### src/rtl/am_radio_safety_pkg.sv
// Shared types and defaults for the AM transmitter safety path
// (watchdog -> fade controller -> modulator).
package am_radio_safety_pkg;

    typedef enum logic [1:0] {
        MUTED     = 2'd0,
        RAMP_UP   = 2'd1,
        RUN       = 2'd2,
        RAMP_DOWN = 2'd3
    } fade_state_t;

    localparam int          GAIN_W_DEF     = 16;
    localparam int unsigned RAMP_STEP_DEF  = 32'h0000_1000;
    localparam int unsigned RAMP_DIV_DEF   = 4;
    localparam int unsigned WARN_SHIFT_DEF = 1;

endpackage

### src/rtl/gain_ramp_step.sv
// One ramp step: saturating add clamped to a target, and subtract floored at zero.
module gain_ramp_step #(
    parameter int GAIN_W = 16
) (
    input  logic [GAIN_W-1:0] gain_i,
    input  logic [GAIN_W-1:0] target_i,
    input  logic [GAIN_W-1:0] step_i,
    output logic [GAIN_W-1:0] up_o,
    output logic [GAIN_W-1:0] down_o
);

    logic [GAIN_W:0]   sum;
    logic [GAIN_W-1:0] sat;

    // Extra carry bit lets the add saturate at full scale instead of wrapping.
    assign sum    = {1'b0, gain_i} + {1'b0, step_i};
    assign sat    = sum[GAIN_W] ? '1 : sum[GAIN_W-1:0];
    assign up_o   = (sat > target_i) ? target_i : sat;
    assign down_o = (gain_i > step_i) ? (gain_i - step_i) : '0;

endmodule

### src/rtl/rf_fade_controller.sv
// Gates transmitter gain and RF enable from the watchdog: attenuates on warning,
// fades to silence on trigger and stays muted until the latched fault is cleared.
module rf_fade_controller
    import am_radio_safety_pkg::*;
#(
    parameter int          GAIN_W     = GAIN_W_DEF,
    parameter int unsigned RAMP_STEP  = RAMP_STEP_DEF,
    parameter int unsigned RAMP_DIV   = RAMP_DIV_DEF,
    parameter int unsigned WARN_SHIFT = WARN_SHIFT_DEF
) (
    input  logic              clk,
    input  logic              rst,
    input  logic              enable,
    input  logic [GAIN_W-1:0] gain_in,
    input  logic              wd_warning,
    input  logic              wd_triggered,
    input  logic              clear_fault,
    output logic [GAIN_W-1:0] gain_out,
    output logic              rf_enable,
    output logic              fault_latched,
    output logic [1:0]        state_out
);

    localparam int CNT_W = (RAMP_DIV > 1) ? $clog2(RAMP_DIV) : 1;
    localparam logic [GAIN_W-1:0] STEP = GAIN_W'(RAMP_STEP);

    fade_state_t       state_q, state_d;
    logic [CNT_W-1:0]  cnt_q, cnt_d;
    logic [GAIN_W-1:0] gain_q, gain_d;
    logic              rf_en_q, rf_en_d;
    logic              fault_q, fault_d;

    logic [GAIN_W-1:0] target;
    logic [GAIN_W-1:0] up_gain, down_gain;
    logic              tick;
    logic              stop_req;

    assign target   = wd_warning ? (gain_in >> WARN_SHIFT) : gain_in;
    assign tick     = (cnt_q == CNT_W'(RAMP_DIV - 1));
    assign stop_req = wd_triggered || !enable;

    gain_ramp_step #(
        .GAIN_W   (GAIN_W)
    ) u_ramp_step (
        .gain_i   (gain_q),
        .target_i (target),
        .step_i   (STEP),
        .up_o     (up_gain),
        .down_o   (down_gain)
    );

    // A trigger in the same cycle as a clear keeps the fault set.
    always_comb begin
        fault_d = fault_q;
        if (wd_triggered) begin
            fault_d = 1'b1;
        end else if (clear_fault) begin
            fault_d = 1'b0;
        end
    end

    always_comb begin
        state_d = state_q;
        gain_d  = gain_q;
        rf_en_d = rf_en_q;
        case (state_q)
            MUTED: begin
                gain_d  = '0;
                rf_en_d = 1'b0;
                if (enable && !wd_triggered && !fault_q) begin
                    state_d = RAMP_UP;
                    rf_en_d = 1'b1;
                end
            end
            RAMP_UP: begin
                rf_en_d = 1'b1;
                if (stop_req) begin
                    state_d = RAMP_DOWN;
                end else if (target < gain_q) begin
                    gain_d  = target;
                    state_d = RUN;
                end else if (tick) begin
                    gain_d = up_gain;
                    if (up_gain == target) begin
                        state_d = RUN;
                    end
                end
            end
            RUN: begin
                rf_en_d = 1'b1;
                if (stop_req) begin
                    state_d = RAMP_DOWN;
                end else begin
                    gain_d = target;
                end
            end
            RAMP_DOWN: begin
                // Ramp always runs to silence; enable and warning are ignored here.
                rf_en_d = 1'b1;
                if (tick) begin
                    gain_d = down_gain;
                    if (down_gain == '0) begin
                        state_d = MUTED;
                        rf_en_d = 1'b0;
                    end
                end
            end
            default: begin
                state_d = MUTED;
                gain_d  = '0;
                rf_en_d = 1'b0;
            end
        endcase
    end

    always_comb begin
        cnt_d = cnt_q + CNT_W'(1);
        if (state_d != state_q || tick) begin
            cnt_d = '0;
        end
    end

    always_ff @(posedge clk) begin
        if (rst) begin
            state_q <= MUTED;
            cnt_q   <= '0;
            gain_q  <= '0;
            rf_en_q <= 1'b0;
            fault_q <= 1'b0;
        end else begin
            state_q <= state_d;
            cnt_q   <= cnt_d;
            gain_q  <= gain_d;
            rf_en_q <= rf_en_d;
            fault_q <= fault_d;
        end
    end

    assign gain_out      = gain_q;
    assign rf_enable     = rf_en_q;
    assign fault_latched = fault_q;
    assign state_out     = state_q;

endmodule

### config.mk
export PLATFORM = sky130hd
export DESIGN_NAME = rf_fade_controller
export DESIGN_NICKNAME = d
export VERILOG_FILES = /design/src/rtl/am_radio_safety_pkg.sv /design/src/rtl/gain_ramp_step.sv /design/src/rtl/rf_fade_controller.sv
export SDC_FILE = /design/constraint.sdc
export NUM_CORES = 1
export LEC_CHECK = 0
export BUFFER_PORTS_ARGS = -buffer_cell sky130_fd_sc_hd__buf_2
export CORE_UTILIZATION = 55
export DETAILED_ROUTE_END_ITERATION = 12
export PLACE_DENSITY = 0.83
export SYNTH_ARGS = -nofsm -noshare
export SYNTH_HDL_FRONTEND = slang
export SYNTH_SLANG_ARGS = --single-unit
### constraint.sdc
create_clock -name clk -period 7 [get_ports clk]
set_input_delay 1.4 -clock clk [delete_from_list [all_inputs] [get_ports clk]]
set_output_delay 1.4 -clock clk [all_outputs]
set_load 0.02 [all_outputs]
-- Word-level counts from Yosys, hierarchy flattened
Cells that the tools add are included.
- add/subtract/negate cells: 3
- order comparisons: 3
- equality and inequality tests: 10
- mux-type cells: 25
- reduce and logical (&&, ||, !) cells: 13
- operators by type and width (cell ; number):
    $mux 16 ; 9
    $pmux 16 s4 ; 1
    $add 16x13->17 const B ; 1
    $eq 16x16->1 ; 1
    $gt 16x13->1 const B ; 1
    $gt 16x16->1 ; 1
    $logic_not 16->1 ; 1
    $lt 16x16->1 ; 1
    $mux 2 ; 8
    $sub 16x13->16 const B ; 1
    $pmux 2 s4 ; 1
    $eq 2x2->1 const B ; 3
    $ne 2x2->1 const B ; 3
    $mux 1 ; 5
    $reduce_and 4->1 ; 1
    $reduce_or 2->1 ; 2
    $logic_not 1->1 ; 3
    $ne 3x3->1 const B ; 1
    $pmux 1 s3 ; 1
    $add 2x1->2 const B ; 1
    $eq 2x1->1 const B ; 1
    $logic_and 1x1->1 ; 2
    $logic_not 2->1 ; 1
    $logic_or 1x1->1 ; 2
    other kinds (2) ; 2
- bits in registers: 22
- input bits: 22
- output and inout port bits: 20
- word-level logic and storage cells: 59

-- Logic depth before layout (Yosys ltp)
Gate-level depths: netlist of run 1.
- depth after elaboration: 13
- gate-level depth with buffers: 13
- gate-level depth less buffers: 11

-- Cells and area by module
Synthesis of run 1 repeated with hierarchy kept, for this count alone.
- cells, all modules: 652
- area total of the unflattened synthesis: 4934.7 um2
- modules (own cells, without submodules) (module ; instances ; cells an instance ; area each (um2) ; seq. area each (um2)):
    gain_ramp_step ; 1 ; 382 ; 2598.7 ; 0.0
    rf_fade_controller ; 1 ; 270 ; 2336.0 ; 440.4

-- Worst setup path before layout of run 1
No wires, ideal clock.
- kind: in2reg
- start: input port wd_warning
- end: register gain_q[1], in the netlist gain_out[1]
- setup time: 134 ps
- data arrival time: 3944 ps
- data required time: 6866 ps
- setup slack: 2922 ps
- cell stages on the path: 13
- buffers on the path: 3
- cell sequence: buf_6 > buf_6 > mux2i_2 > inv_2 > ha_1 > a21o_1 > a2111oi_2 > o21ai_2 > a21oi_4 > o41ai_2 > a31oi_1 > buf_6 > o22ai_2
- cells in the longest elaborated chain, start to end: 7
- elaborated cells on any way between the ends: 11
- those cells by class: 2 x order compare; 1 x eq/ne; 7 x mux; 1 x reduce/logical
- ends and longest elaborated chain (element ; RTL line ; source):
    start: declaration ; rf_fade_controller.sv:15 ; input logic wd_warning,
    $mux 16 (*) ; rf_fade_controller.sv:38 ; assign target = wd_warning ? (gain_in >> WARN_SHIFT) : gain_in;
    $gt 16x16->1 ; gain_ramp_step.sv:18 ; assign up_o = (sat > target_i) ? target_i : sat;
    $mux 16 ; gain_ramp_step.sv:18 ;
    $mux 16 ; rf_fade_controller.sv:82 ; end else if (tick) begin
    $mux 16 ; rf_fade_controller.sv:79 ; end else if (target < gain_q) begin
    $mux 16 ; rf_fade_controller.sv:77 ; if (stop_req) begin
    $pmux 16 s4 ; rf_fade_controller.sv:66 ; case (state_q)
    end signal: assignment ; rf_fade_controller.sv:133 ; gain_q <= gain_d;
    end: declaration ; rf_fade_controller.sv:29 ; logic [GAIN_W-1:0] gain_q, gain_d;
Every way passes the cells marked *; elsewhere a longest branch is shown, timed or not. The select of a mux whose other input is x is not followed.
A chain may end at the register's enable or synchronous reset.

-- Worst setup path after layout of run 1
- start: input port wd_warning
- end: register gain_q[6], in the netlist gain_out[6]
The elaborated chain is that of the path after synthesis.

==> flow_summary.rst, run 1 <==
.. list-table::
   :header-rows: 1

   * - Metric
     - Value
   * - Final Max Tran Viols
     - 0
   * - Required time worst endpoint
     - roughly 7.2 ns
   * - Setup Fix Bufs, Post-CTS
     - 0
   * - Buffer type at the clock tree root
     - clkbuf_8
   * - Timing-limited maximum frequency
     - approximately 0.22 GHz
   * - Number of cell instances on the worst register-to-register path
     - 10
   * - DP Wirelength
     - between 5000 and 6000 um
   * - Startpoint types
     - primary input
   * - Setup repair after global routing missed its margin
     - no
   * - Outcome
     - finished clean
   * - Average instance area after synthesis
     - 8.13 um^2
   * - Accumulated negative setup slack
     - 0 ns
   * - Final net count
     - ~440
   * - Top post-synthesis cells by count
     - 40 x ha_1, 38 x inv_1, 32 x nor2_1
   * - Leakage power of the design
     - 0.00139 uW
   * - Most common cell in the synthesized netlist
     - ha_1
   * - Area of the die
     - roughly 5400 um^2
   * - Final period demand of the worst path
     - approximately 4.5 ns
   * - Final worst clock skew
     - approximately 0.0094 ns
   * - Global-route usage over all layers
     - 29.5%
   * - Vias in the first global route
     - ~2600
   * - Total clock buffers created by CTS
     - 3
   * - Detailed router's first-iteration violation count
     - between 200 and 250
   * - Design Area, Final
     - ~3100 um^2
   * - Initial core utilization
     - between 50% and 60%
   * - Measured slew at the worst slew-check pin
     - 0.830 ns
   * - Worst-Skew Late Latency
     - approximately 0.27 ns
   * - Placement-stage worst setup slack
     - between 2 and 2.5 ns
   * - Total gr overflow
     - 0
   * - Period utilisation layout
     - 64.9%
   * - Mapped Nets
     - between 400 and 500
   * - Area taken by multi-input logic gates
     - 2120 um^2
   * - Wire length after detailed routing
     - ~7600 um
   * - CP startpoint
     - wd_warning
   * - Clock transition at the registers of the reported paths
     - about 0.08 ns
   * - Worst hold path type
     - flop to flop
   * - Number of gates resized after cts
     - 0
   * - Area of the mapped netlist
     - about 2800 um^2
   * - Cell Chain, Critical Path
     - buf_2, mux2i_1, inv_1, ha_1, nand4_1, a2111oi_1, a21oi_4, a2111oi_4, nor2_1, o22ai_2
   * - Worst reg2reg path startpoint
     - gain_out[12]
   * - Synth top area share
     - 17.9%
   * - Placed instance area
     - 3010 um^2
   * - Top Ports
     - 42
   * - Horizontal die dimension
     - approximately 73 um
   * - Number of distinct standard cells referenced by the synthesized netlist
     - 65
   * - Number of setup violations in the final report
     - 0
   * - Hold_buf cts
     - 0
   * - Dominant synthesized flop cell
     - dfxtp_1
   * - Least setup slack across all paths after layout
     - between 2 and 2.5 ns
   * - Initial DRT Pass Iterations
     - 5
   * - Cell type of the slowest stage on the worst timing path
     - a2111oi_4
   * - EDFF count, synth
     - 0
   * - DR WL/cell
     - ~17 um
   * - Synthesis-stage register bit count
     - 22
   * - Fraction of layout instances using a drive strength above 1
     - between 20% and 30%
   * - Layout fillers
     - 440
   * - Sink Count
     - 22
   * - Count of input and output buffers
     - 41
   * - First-pass GRT wire length
     - roughly 12000 um
   * - Setup slack of the most critical reg-to-reg path
     - just under 3 ns
   * - Number of nets with antenna violations after detailed routing
     - 0
   * - Storage cell area
     - 440 um^2
   * - Final Hold Violating Endpoints
     - 0
   * - Average vias per placed instance
     - approximately 6.4
   * - Final core area utilization
     - 63.9%
   * - RR Endpoint
     - gain_out[0]
   * - Final GP Congestion
     - roughly 0.99
   * - Maximum root-to-sink buffer count
     - 2
   * - Cell row count
     - 25
   * - Worst Path Max Fanout
     - 19
   * - Maximum number of pins on one net before global-route repair
     - 20
   * - Hold WS
     - between 0.5 and 0.6 ns
   * - Post-synthesis sequential area ratio
     - between 10% and 20%
   * - Cell types occupying the most area after synthesis
     - ha_1 18%, dfxtp_1 16%, inv_1 5.1%, mux2i_1 4.7%, nor2_1 4.3%
   * - Number of antenna violations at the first check in global routing
     - 0
   * - Synthesis-to-finish area growth
     - 10.4%
   * - VDD IR-drop max
     - a little under 90 uV
   * - Max-Slew Margin vs Limit
     - between 40% and 50%
   * - Antenna diode count
     - 0
   * - DRC
     - 0
   * - Max stage delay on crit path
     - roughly 0.71 ns
   * - Placeable core region
     - around 4800 um^2
   * - Die extent in y
     - approximately 73 um
   * - Number of max-capacitance violations reported
     - 0
   * - Largest area contributor in the synthesized netlist
     - ha_1
   * - Arrival time of the worst setup path
     - 4.74 ns
   * - Deepest level of the CTS H-tree
     - 1
   * - Post-Syn Instances
     - roughly 340
   * - Worst setup path endpoint
     - gain_out[6]
   * - Pwr per Cell Area
     - between 100 and 150 nW/um^2
   * - Fraction of synthesis flops using an asynchronous set or reset pin
     - 0%
   * - TritonCTS clock tree
     - built
   * - Start-to-end type of the worst setup path
     - primary input to flop
   * - Endpoint kind of the worst setup timing path
     - flop
   * - Start point of the worst hold path
     - cnt_q[0]
   * - Count of warnings emitted by yosys
     - 0
   * - Total number of vias
     - approximately 2800
where the power goes:
group / internal (uW) / switching [uW] / leakage [uW]
clock: 76.4 / 45.7 / 0.0000357
combinational: 49.7 / 78.1 / 0.00118
sequential: 129 / 3.49 / 0.000178
layer usage:
layer | global-route usage, % | vias to the layer above | part of all wire (%) | wire, um
met5 | 0 | - | 0 | 0
met4 | 9.15 | 0 | 2.2 | 167
met3 | 2.62 | 15 | 6.1 | 462
met2 | 46.6 | 126 | 45 | 3440
met1 | 42.3 | 1344 | 47 | 3540
li1 | - | 1347 | - | -
sequential cells by signal (all words and copies together) (netlist names):
register and flops:
gain_out 16, cnt_q 2, state_out 2, fault_latched 1, rf_enable 1
stage by stage:
stage	power (uW)	std cells
after floorplan	229	343
after global placement	258	441
after detailed placement	260	441
after CTS	380	445
after global routing	402	445
final	383	445
how the worst min path moves through the flow:
stage	to	slack [ns]	cells past startpoint
4_1_cts	cnt_q[0]	0.52	2
5_1_grt	fault_latched	0.58	2
2_1_floorplan	cnt_q[0]	0.47	2
6_report	cnt_q[0]	0.51	2
3_5_place_dp	cnt_q[0]	0.50	2
3_3_place_gp	cnt_q[0]	0.49	2
cells in the final DEF (no fill, tap or decap), drive strengths merged, types with 3 or more instances in the layout:
cell / count
ha: 40
nand2: 27
nor4: 5
o221ai: 9
dfxtp: 22
mux2: 3
inv: 39
mux2i: 18
nand4: 6
nor2b: 6
clkbuf: 3
o22ai: 17
a22oi: 4
a41oi: 3
buf: 42
and3: 3
nand3: 12
a2111oi: 6
nor3: 5
nor2: 32
xnor2: 3
nand2b: 6
o31ai: 4
o21ai: 11
o211ai: 4
a21oi: 21
kinds of logic after synthesis:
group | after synthesis | synth area share [%]
AOI/OAI and AO/OA | 98 | 29.6
xor gates and xnor gates | 3 | 0.942
adders and majority gates | 40 | 17.9
buffers and inverters | 50 | 8.07
DFF | 22 | 15.8
muxes | 21 | 8.65
and+or+nand+nor | 109 | 19.0
worst max-delay path, delay by kind of cell:
| kind | cells | cell delay, ns |
|---|---|---|
| AND/OR/NAND/NOR | 2 | 0.23 |
| multiplexers | 1 | 0.53 |
| buffers and inverters | 2 | 0.57 |
| adder cells (fa/ha/maj) | 1 | 0.35 |
| AO/OA/AOI/OAI | 4 | 1.65 |
layout make-up:
class | instances | area share, %
Clock buffer | 3 | 1.34
Clock inverter | 1 | 0.975
Inverter | 39 | 4.75
Multi-Input combinational cell | 271 | 69.0
Sequential cell | 22 | 14.3
Tap cell | 67 | 2.72
Timing Repair Buffer | 42 | 6.91
Power figures use the tool's default switching activity.
==> inputs of run 2 (changes only) <==
--- a/config.mk
+++ b/config.mk
@@ -5,10 +5,11 @@
 export SDC_FILE = /design/constraint.sdc
 export NUM_CORES = 1
 export LEC_CHECK = 0
+export ABC_AREA = 1
 export BUFFER_PORTS_ARGS = -buffer_cell sky130_fd_sc_hd__buf_2
-export CORE_UTILIZATION = 55
+export CORE_UTILIZATION = 54
 export DETAILED_ROUTE_END_ITERATION = 12
-export PLACE_DENSITY = 0.83
+export PLACE_DENSITY = 0.84
 export SYNTH_ARGS = -nofsm -noshare
 export SYNTH_HDL_FRONTEND = slang
 export SYNTH_SLANG_ARGS = --single-unit
==> constraint.sdc (replaced) <==
create_clock -name clk -period 3.9 [get_ports clk]
set_input_delay 0.78 -clock clk [delete_from_list [all_inputs] [get_ports clk]]
set_output_delay 0.78 -clock clk [all_outputs]
set_load 0.02 [all_outputs]
==> run 2 against run 1 <==
- wire length rose by 22%
- die area rose by 16%
- register-to-register slack got worse by 2.5 ns
- flip-flop and latch count did not move
- synthesized cell count rose by 59%
- critical path depth rose by 15
- global-route usage fell by 0.11 points
- core utilization fell by 0.31 points
- count of clock-buffer cells in the layout did not move
- combinational power rose to 8.2 times the previous value
==> flow_summary.rst, run 2 <==
.. list-table::
   :header-rows: 1

   * - Metric
     - Value
   * - Layout fillers
     - 560 (was 440)
   * - Cell types occupying the most area after synthesis
     - nand2_1 16%, ha_1 16%, dfxtp_1 14%, inv_1 9.2%, o21ai_0 7.4% (was ha_1 18%, dfxtp_1 16%, inv_1 5.1%, mux2i_1 4.7%, nor2_1 4.3%)
   * - Xor/xnor cell area share of the yosys netlist
     - 0.274% (was 0.942%)
   * - Accumulated negative setup slack
     - 0 ns (unchanged)
   * - Area of the die
     - 6230 um^2 (was 5360 um^2)
   * - Worst Path Max Fanout
     - 43 (was 19)
   * - Outcome
     - finished clean (unchanged)
   * - Least setup slack across all paths after layout
     - 0.380 ns (was 2.45 ns)
   * - Total number of vias
     - 3797 (was 2832)
   * - Timing-limited maximum frequency
     - 0.284 GHz
   * - Sink Count
     - 22 (unchanged)
   * - Largest area contributor in the synthesized netlist
     - nand2_1 (was ha_1)
   * - Post-synthesis share of cell area spent on full adders, half adders and majority gates
     - 15.6% (was 17.9%)
   * - Worst hold path type
     - flop to flop (unchanged)
   * - Post-Syn Instances
     - 544 (was 343)
   * - Arrival time of the worst setup path
     - 3.72 ns (was 4.74 ns)
   * - Detailed router's first-iteration violation count
     - 310 (was 246)
   * - Number of flip-flops in the largest register
     - 16 (unchanged)
   * - Horizontal die dimension
     - 79.0 um (was 73.2 um)
   * - Pwr per Cell Area
     - 441 nW/um^2 (was 124 nW/um^2)
   * - Required time worst endpoint
     - 4.10 ns (was 7.19 ns)
   * - Number of antenna violations at the first check in global routing
     - 0 (unchanged)
   * - TritonCTS clock tree
     - built (unchanged)
   * - Dominant combinational cell family by area after synthesis
     - simple AND/OR/NAND/NOR gates (was compound AO/OA/AOI/OAI gates)
   * - Vias in the first global route
     - 3272 (was 2576)
   * - Final period demand of the worst path
     - between 3 and 4 ns
   * - Worst-Skew Late Latency
     - 0.27 ns (about the same)
   * - Global-route usage over all layers
     - 29.4% (was 29.5%)
   * - Commonest cells after routing, fill and taps aside
     - 137 x nand2_1, 78 x inv_1, 49 x nor2_1 (was 41 x buf_2, 40 x ha_1, 38 x inv_1)
   * - DRC
     - 0 (unchanged)
   * - Cell type of the slowest stage on the worst timing path
     - dfxtp_1 (was a2111oi_4)
   * - Fraction of layout instances using a drive strength above 1
     - 14.0% (was 20.6%)
   * - Initial DRT Pass Iterations
     - 5 (unchanged)
   * - Setup Fix Bufs, Post-CTS
     - 0 (unchanged)
   * - Critical Path Most Common Cell
     - nand2_1
   * - Endpoint kind of the worst setup timing path
     - flop (unchanged)
   * - Leakage power of the design
     - 0.00182 uW (was 0.00139 uW)
   * - Number of nets with antenna violations after detailed routing
     - 0 (unchanged)
   * - DP Wirelength
     - 7260 um (was 5880 um)
   * - Synth top area share
     - 16.1% (was 17.9%)
   * - Final worst clock skew
     - 0.00199 ns (was 0.00938 ns)
   * - Deepest level of the CTS H-tree
     - 1 (unchanged)
   * - Most common cell in the synthesized netlist
     - nand2_1 (was ha_1)
   * - Worst path bufs/invs
     - 1 (was 2)
   * - Fraction of synthesis flops using an asynchronous set or reset pin
     - 0% (unchanged)
   * - Final net count
     - 647 (was 441)
   * - VDD IR-drop max
     - 257 uV (was 86.4 uV)
   * - Count of warnings emitted by yosys
     - 0 (unchanged)
   * - Max-Slew Margin vs Limit
     - 52.8% (was 44.5%)
   * - Initial core utilization
     - 57.0% (was 57.9%)
   * - Period utilisation layout
     - around nine tenths
   * - Count of input and output buffers
     - 41 (unchanged)
   * - Dominant synthesized flop cell
     - dfxtp_1 (unchanged)
   * - Synthesis-stage register bit count
     - 22 (unchanged)
   * - Multiplexer fraction of the synthesized cell area
     - 0% (was 8.65%)
   * - Die extent in y
     - 79.0 um (was 73.2 um)
   * - Final GP Congestion
     - 0.991 (about the same)
   * - Average vias per placed instance
     - 5.79 (was 6.36)
   * - Placeable core region
     - 5610 um^2 (was 4820 um^2)
   * - DR WL/cell
     - 14.1 um (was 17.1 um)
   * - Synth Area in Simple Gates
     - 33.5% (was 19.0%)
   * - Cell row count
     - 27 (was 25)
   * - Start-to-end type of the worst setup path
     - flop to flop (was primary input to flop)
   * - Antenna diode count
     - 0 (unchanged)
   * - Post-synthesis sequential area ratio
     - 13.8% (was 15.8%)
   * - Top post-synthesis cells by count
     - 137 x nand2_1, 78 x inv_1, 50 x nor2_1 (was 40 x ha_1, 38 x inv_1, 32 x nor2_1)
   * - Setup repair after global routing missed its margin
     - no (unchanged)
   * - Maximum number of pins on one net before global-route repair
     - 44 (was 20)
   * - Number of max-capacitance violations reported
     - 0 (unchanged)
   * - First-pass GRT wire length
     - 14800 um (was 12300 um)
   * - Maximum root-to-sink buffer count
     - 2 (unchanged)
   * - Final Hold Violating Endpoints
     - 0 (unchanged)
   * - Placement-stage worst setup slack
     - 0.00442 ns (was 2.22 ns)
   * - Startpoint types
     - flop (was primary input)
   * - Average instance area after synthesis
     - 5.88 um^2 (was 8.13 um^2)
   * - Most frequent standard cell in the layout excluding fill and tap cells
     - nand2_1 (was buf_2)
   * - Synthesis-to-finish area growth
     - 11.5% (was 10.4%)
   * - Max stage delay on crit path
     - 0.40 ns (was 0.71 ns)
   * - Total clock buffers created by CTS
     - 3 (unchanged)
   * - Compound-cell area share of the yosys netlist
     - 23.3% (was 29.6%)
   * - Wire length after detailed routing
     - 9270 um (was 7610 um)
   * - Mapped Nets
     - 606 (was 405)
   * - Measured slew at the worst slew-check pin
     - 0.706 ns (was 0.830 ns)
   * - Cell family contributing the most delay on the critical path
     - simple AND/OR/NAND/NOR gates (was compound AO/OA/AOI/OAI gates)
   * - Area of the mapped netlist
     - 3200 um^2 (was 2790 um^2)
   * - EDFF count, synth
     - 0 (unchanged)
   * - Clock transition at the registers of the reported paths
     - 0.08 ns (about the same)
   * - Top Ports
     - 42 (unchanged)
   * - Buffer type at the clock tree root
     - clkbuf_8 (unchanged)
   * - Number of distinct standard cells referenced by the synthesized netlist
     - 34 (was 65)
   * - Final Max Tran Viols
     - 0 (unchanged)
   * - Total gr overflow
     - 0 (unchanged)
   * - Number of setup violations in the final report
     - 0 (unchanged)
[run 2: layout make-up]
class                   instances  area [um^2]  share of cell area [%]
clock inverters                 1         30.0                   0.842
repair buffers                 54          305                    8.56
well taps                      72         90.1                    2.53
multi-input cells             420         2340                    65.7
flip-flops and latches         22          440                    12.3
inverters                      84          318                    8.91
clock buffers                   3         41.3                    1.16
[run 2: kinds of logic after synthesis]
kind of cell | after synthesis
AND/OR/NAND/NOR | 252
AO/OA/AOI/OAI | 127
buffers and inverters | 102
adder cells (fa/ha/maj) | 40
flip-flops | 22
XOR/XNOR | 1
[run 2: routing by layer]
layer	global-route usage [%]	routed length, um	vias to the layer above
li1	-	-	1885
met1	37.5	3940	1713
met2	51.3	4410	169
met3	3.79	662	30
met4	8.91	263	0
met5	0	0	-
[run 2: worst paths after layout]
kind | startpoint | endpoint | slack [ns] | cells after the start
worst min-delay path | cnt_q[0] | cnt_q[0] | 0.47 | 1
worst max-delay path | gain_out[13] | cnt_q[0] | 0.38 | 25
worst min register to register | cnt_q[0] | cnt_q[0] | 0.47 | 1
worst max register to register | gain_out[13] | cnt_q[0] | 0.38 | 25
[run 2: stage by stage]
stage | total power, uW | cells | util, % | area, um^2 | hold slack (ns)
floorplan | 1080 | 544 | - | 3200 | 0.397
global placement | 1290 | 652 | 62.0 | 3470 | 0.409
detailed placement | 1320 | 652 | 62.0 | 3470 | 0.458
CTS | 1540 | 656 | 63.2 | 3550 | 0.470
global route | 1710 | 656 | 63.6 | 3570 | 0.501
finish | 1570 | 656 | 63.6 | 3570 | 0.469
[run 2: worst reg2reg max path, cell delays in order, from the launching register on]
cell and delay (ns):
dfxtp_1 0.40, ha_1 0.21, nand2_1 0.08, inv_1 0.08, nor2_1 0.04, o21ai_1 0.38
ha_1 0.33, a21oi_1 0.14, o21ai_0 0.09, a21oi_1 0.20, nand2_2 0.13, nand2_8 0.21
nand2_1 0.12, nand3_1 0.08, nand4_1 0.07, nor2_1 0.09, nand3_1 0.14, nand2_1 0.09
nand2_1 0.05, nand2_1 0.09, nand2_1 0.07, nand2_1 0.07, nand2_1 0.04, nor2_1 0.08
nand2_1 0.07, nor2_1 0.10
[run 2: what timing repair did]
action / CTS / global route
gates resized for setup: 0 / 6
setup endpoints to repair: 0 / 2
hold buffers: 0 / 0
[run 2: power breakdown]
part	total, uW	switching, uW	internal [uW]
sequential	307	41.9	265
combinational	1050	696	351
clock	217	80.0	137
total	1570	818	753
==> inputs of run 3 (changes only) <==
--- a/config.mk
+++ b/config.mk
@@ -5,9 +5,8 @@
 export SDC_FILE = /design/constraint.sdc
 export NUM_CORES = 1
 export LEC_CHECK = 0
-export ABC_AREA = 1
 export BUFFER_PORTS_ARGS = -buffer_cell sky130_fd_sc_hd__buf_2
-export CORE_UTILIZATION = 54
+export CORE_UTILIZATION = 53
 export DETAILED_ROUTE_END_ITERATION = 12
 export PLACE_DENSITY = 0.84
 export SYNTH_ARGS = -nofsm -noshare
==> run 3 against run 2 <==
- the run now ends with DRC left
- non-clock buffer count increased by 6
- combinational power is 76% lower
- sequential power is 22% lower
- worst setup slack worse by 0.25 ns
- register-to-register slack worse by 0.02 ns
- total power down 58%
- critical path depth fell by 14
- clock power shrank 23%
- wire length decreased by 14%
- global-route usage down 0.18 points
- highest routed layer unchanged
==> flow_summary.rst, run 3 (synthesized netlist as in run 1, its figures left out) <==
.. list-table::
   :header-rows: 1

   * - Metric
     - Value
   * - Cell type of the slowest stage on the worst timing path
     - a2111oi_1 (was dfxtp_1)
   * - Worst Path Max Fanout
     - 19 (was 43)
   * - Vias in the first global route
     - 2743 (was 3272)
   * - Worst-Skew Late Latency
     - 0.27 ns (about the same)
   * - Top Ports
     - 42 (unchanged)
   * - Max-Slew Margin vs Limit
     - 49.1% (was 52.8%)
   * - DP Wirelength
     - 6480 um (was 7260 um)
   * - TritonCTS clock tree
     - built (unchanged)
   * - Maximum root-to-sink buffer count
     - 2 (unchanged)
   * - Total clock buffers created by CTS
     - 3 (unchanged)
   * - Sink Count
     - 22 (unchanged)
   * - Final worst clock skew
     - 0.00786 ns (was 0.00199 ns)
   * - Timing-limited maximum frequency
     - 0.265 GHz (was 0.284 GHz)
   * - Synthesis-to-finish area growth
     - 14.8% (was 11.5%)
   * - Die extent in y
     - 74.6 um (was 79.0 um)
   * - Cell Chain, Critical Path
     - buf_2, mux2i_1, inv_1, ha_1, nand4_1, a2111oi_1, a21oi_4, o31ai_2, a31oi_1, buf_4, o22ai_1
   * - Final Max Tran Viols
     - 0 (unchanged)
   * - Cell row count
     - 26 (was 27)
   * - VDD IR-drop max
     - 173 uV (was 257 uV)
   * - Final period demand of the worst path
     - 3.77 ns (was 3.52 ns)
   * - DRC
     - 1 (was 0)
   * - Detailed router's first-iteration violation count
     - 332 (was 310)
   * - Met3 Routed Length
     - 552 um (was 662 um)
   * - Max stage delay on crit path
     - 0.63 ns (was 0.40 ns)
   * - Outcome
     - finished, violations left (was finished clean)
   * - Start-to-end type of the worst setup path
     - primary input to flop (was flop to flop)
   * - Final Hold Violating Endpoints
     - 0 (unchanged)
   * - Measured slew at the worst slew-check pin
     - 0.745 ns (was 0.706 ns)
   * - Worst hold path type
     - flop to flop (unchanged)
   * - Average vias per placed instance
     - 6.23 (was 5.79)
   * - Number of gates resized after cts
     - 0 (unchanged)
   * - Initial core utilization
     - 55.0% (was 57.0%)
   * - Placeable core region
     - 5070 um^2 (was 5610 um^2)
   * - Design Area, Final
     - 3200 um^2 (was 3570 um^2)
   * - Number of setup violations in the final report
     - 0 (unchanged)
   * - Number of antenna violations at the first check in global routing
     - 0 (unchanged)
   * - Count of input and output buffers
     - 41 (unchanged)
   * - Initial DRT Pass Iterations
     - 9 (was 5)
   * - Number of nets with antenna violations after detailed routing
     - 0 (unchanged)
   * - Number of max-capacitance violations reported
     - 0 (unchanged)
   * - Met2 wire length
     - 3670 um (was 4410 um)
   * - Most frequent standard cell in the layout excluding fill and tap cells
     - buf_2 (was nand2_1)
   * - Cell family contributing the most delay on the critical path
     - compound AO/OA/AOI/OAI gates (was simple AND/OR/NAND/NOR gates)
   * - Total number of vias
     - 2905 (was 3797)
   * - Hold Path Cell Cnt
     - 2 (was 1)
   * - Hold_buf cts
     - 0 (unchanged)
   * - Deepest level of the CTS H-tree
     - 1 (unchanged)
   * - Worst path bufs/invs
     - 3 (was 1)
   * - Setup Fix Bufs, Post-CTS
     - 0 (unchanged)
   * - Arrival time of the worst setup path
     - 3.96 ns (was 3.72 ns)
   * - Leakage power of the design
     - 0.00147 uW (was 0.00182 uW)
   * - Global-route usage over all layers
     - 29.2% (was 29.4%)
   * - Final GP Congestion
     - 0.929 (was 0.991)
   * - Pwr per Cell Area
     - 205 nW/um^2 (was 441 nW/um^2)
   * - Buffer type at the clock tree root
     - clkbuf_8 (unchanged)
   * - Period utilisation layout
     - 96.7% (was 90.3%)
   * - Met1 WL
     - 3450 um (was 3940 um)
   * - Placed instance area
     - 3150 um^2 (was 3470 um^2)
   * - Required time worst endpoint
     - 4.09 ns (was 4.10 ns)
   * - Final core area utilization
     - 63.1% (was 63.6%)
   * - Area of the die
     - 5560 um^2 (was 6230 um^2)
   * - First-pass GRT wire length
     - 12500 um (was 14800 um)
   * - Setup repair after global routing missed its margin
     - no (unchanged)
   * - Horizontal die dimension
     - 74.6 um (was 79.0 um)
   * - Clock transition at the registers of the reported paths
     - 0.08 ns (about the same)
   * - Total gr overflow
     - 0 (unchanged)
   * - Number of flip-flops in the largest register
     - 16 (unchanged)
   * - Endpoint kind of the worst setup timing path
     - flop (unchanged)
   * - Violated checks
     - DRC
   * - Antenna diode count
     - 0 (unchanged)
   * - Fraction of layout instances using a drive strength above 1
     - 24.2% (was 14.0%)
   * - Number of cell instances on the worst register-to-register path
     - 10 (was 25)
   * - Final net count
     - 459 (was 647)
   * - Commonest cells after routing, fill and taps aside
     - 41 x buf_2, 40 x ha_1, 38 x inv_1 (was 137 x nand2_1, 78 x inv_1, 49 x nor2_1)
   * - Maximum number of pins on one net before global-route repair
     - 20 (was 44)
   * - DR WL/cell
     - 17.1 um (was 14.1 um)
   * - Startpoint types
     - primary input (was flop)
   * - Top routing layer used
     - met4 (unchanged)
   * - Worst path depth
     - 11 (was 25)
   * - Wire length after detailed routing
     - 7970 um (was 9270 um)
run 3: cell types whose count changed in the layout (fill, tap and decap cells not counted), sizes merged, moves of 7 or more:
cell and change:
nor2 -19, inv -45, o221ai +8, a21oi -14, o22ai +15, o21ai -58, nand2 -114, o211ai -10
mux2i +18, nand3 -29, buf +7
run 3: worst register-to-register path, delay by kind of cell, from the launching register on:
kind | cells | cell delay, ns
flip-flops | 1 | 0.46
adder cells (fa/ha/maj) | 2 | 0.75
buffers and inverters | 1 | 0.13
AND/OR/NAND/NOR | 4 | 1.25
AO/OA/AOI/OAI | 3 | 0.82
run 3: area by class of cell:
| type | count | area, um^2 |
|---|---|---|
| Tap cell | 70 | 87.6 |
| Clock buffer | 4 | 55.1 |
| Inverter | 39 | 146 |
| Sequential cell | 22 | 440 |
| Fill cell | 434 | 1870 |
| Multi-Input combinational cell | 271 | 2120 |
| Timing Repair Buffer | 60 | 348 |
run 3: per-layer routing:
metal / up-vias / track usage [%]
li1: 1383 / -
met1: 1344 / 38.0
met2: 155 / 48.4
met3: 23 / 2.03
met4: 0 / 15.5
met5: - / 0
run 3: worst paths after layout:
kind,from,to,slack (ns)
setup / recovery,wd_warning,gain_out[7],0.13
hold / removal,cnt_q[0],cnt_q[0],0.52
setup reg to reg,gain_out[13],gain_out[7],0.36
hold reg to reg,cnt_q[0],cnt_q[0],0.52
run 3: stage by stage:
stage | hold slack, ns | cells | power, uW | worst slack [ns] | TNS, ns
floorplan | 0.474 | 343 | 411 | 0.442 | 0
global placement | 0.490 | 462 | 479 | 0.104 | 0
detailed placement | 0.515 | 462 | 488 | -0.103 | -1.05
CTS | 0.527 | 466 | 649 | 0.164 | 0
global route | 0.555 | 466 | 683 | 0.00158 | 0
finish | 0.516 | 466 | 656 | 0.128 | 0
run 3: report_power, final:
group | switching, uW | leakage [uW] | internal [uW]
registers | 6.22 | 0.000178 | 232
clock network | 77.1 | 0.0000288 | 90.1
logic | 146 | 0.00127 | 104
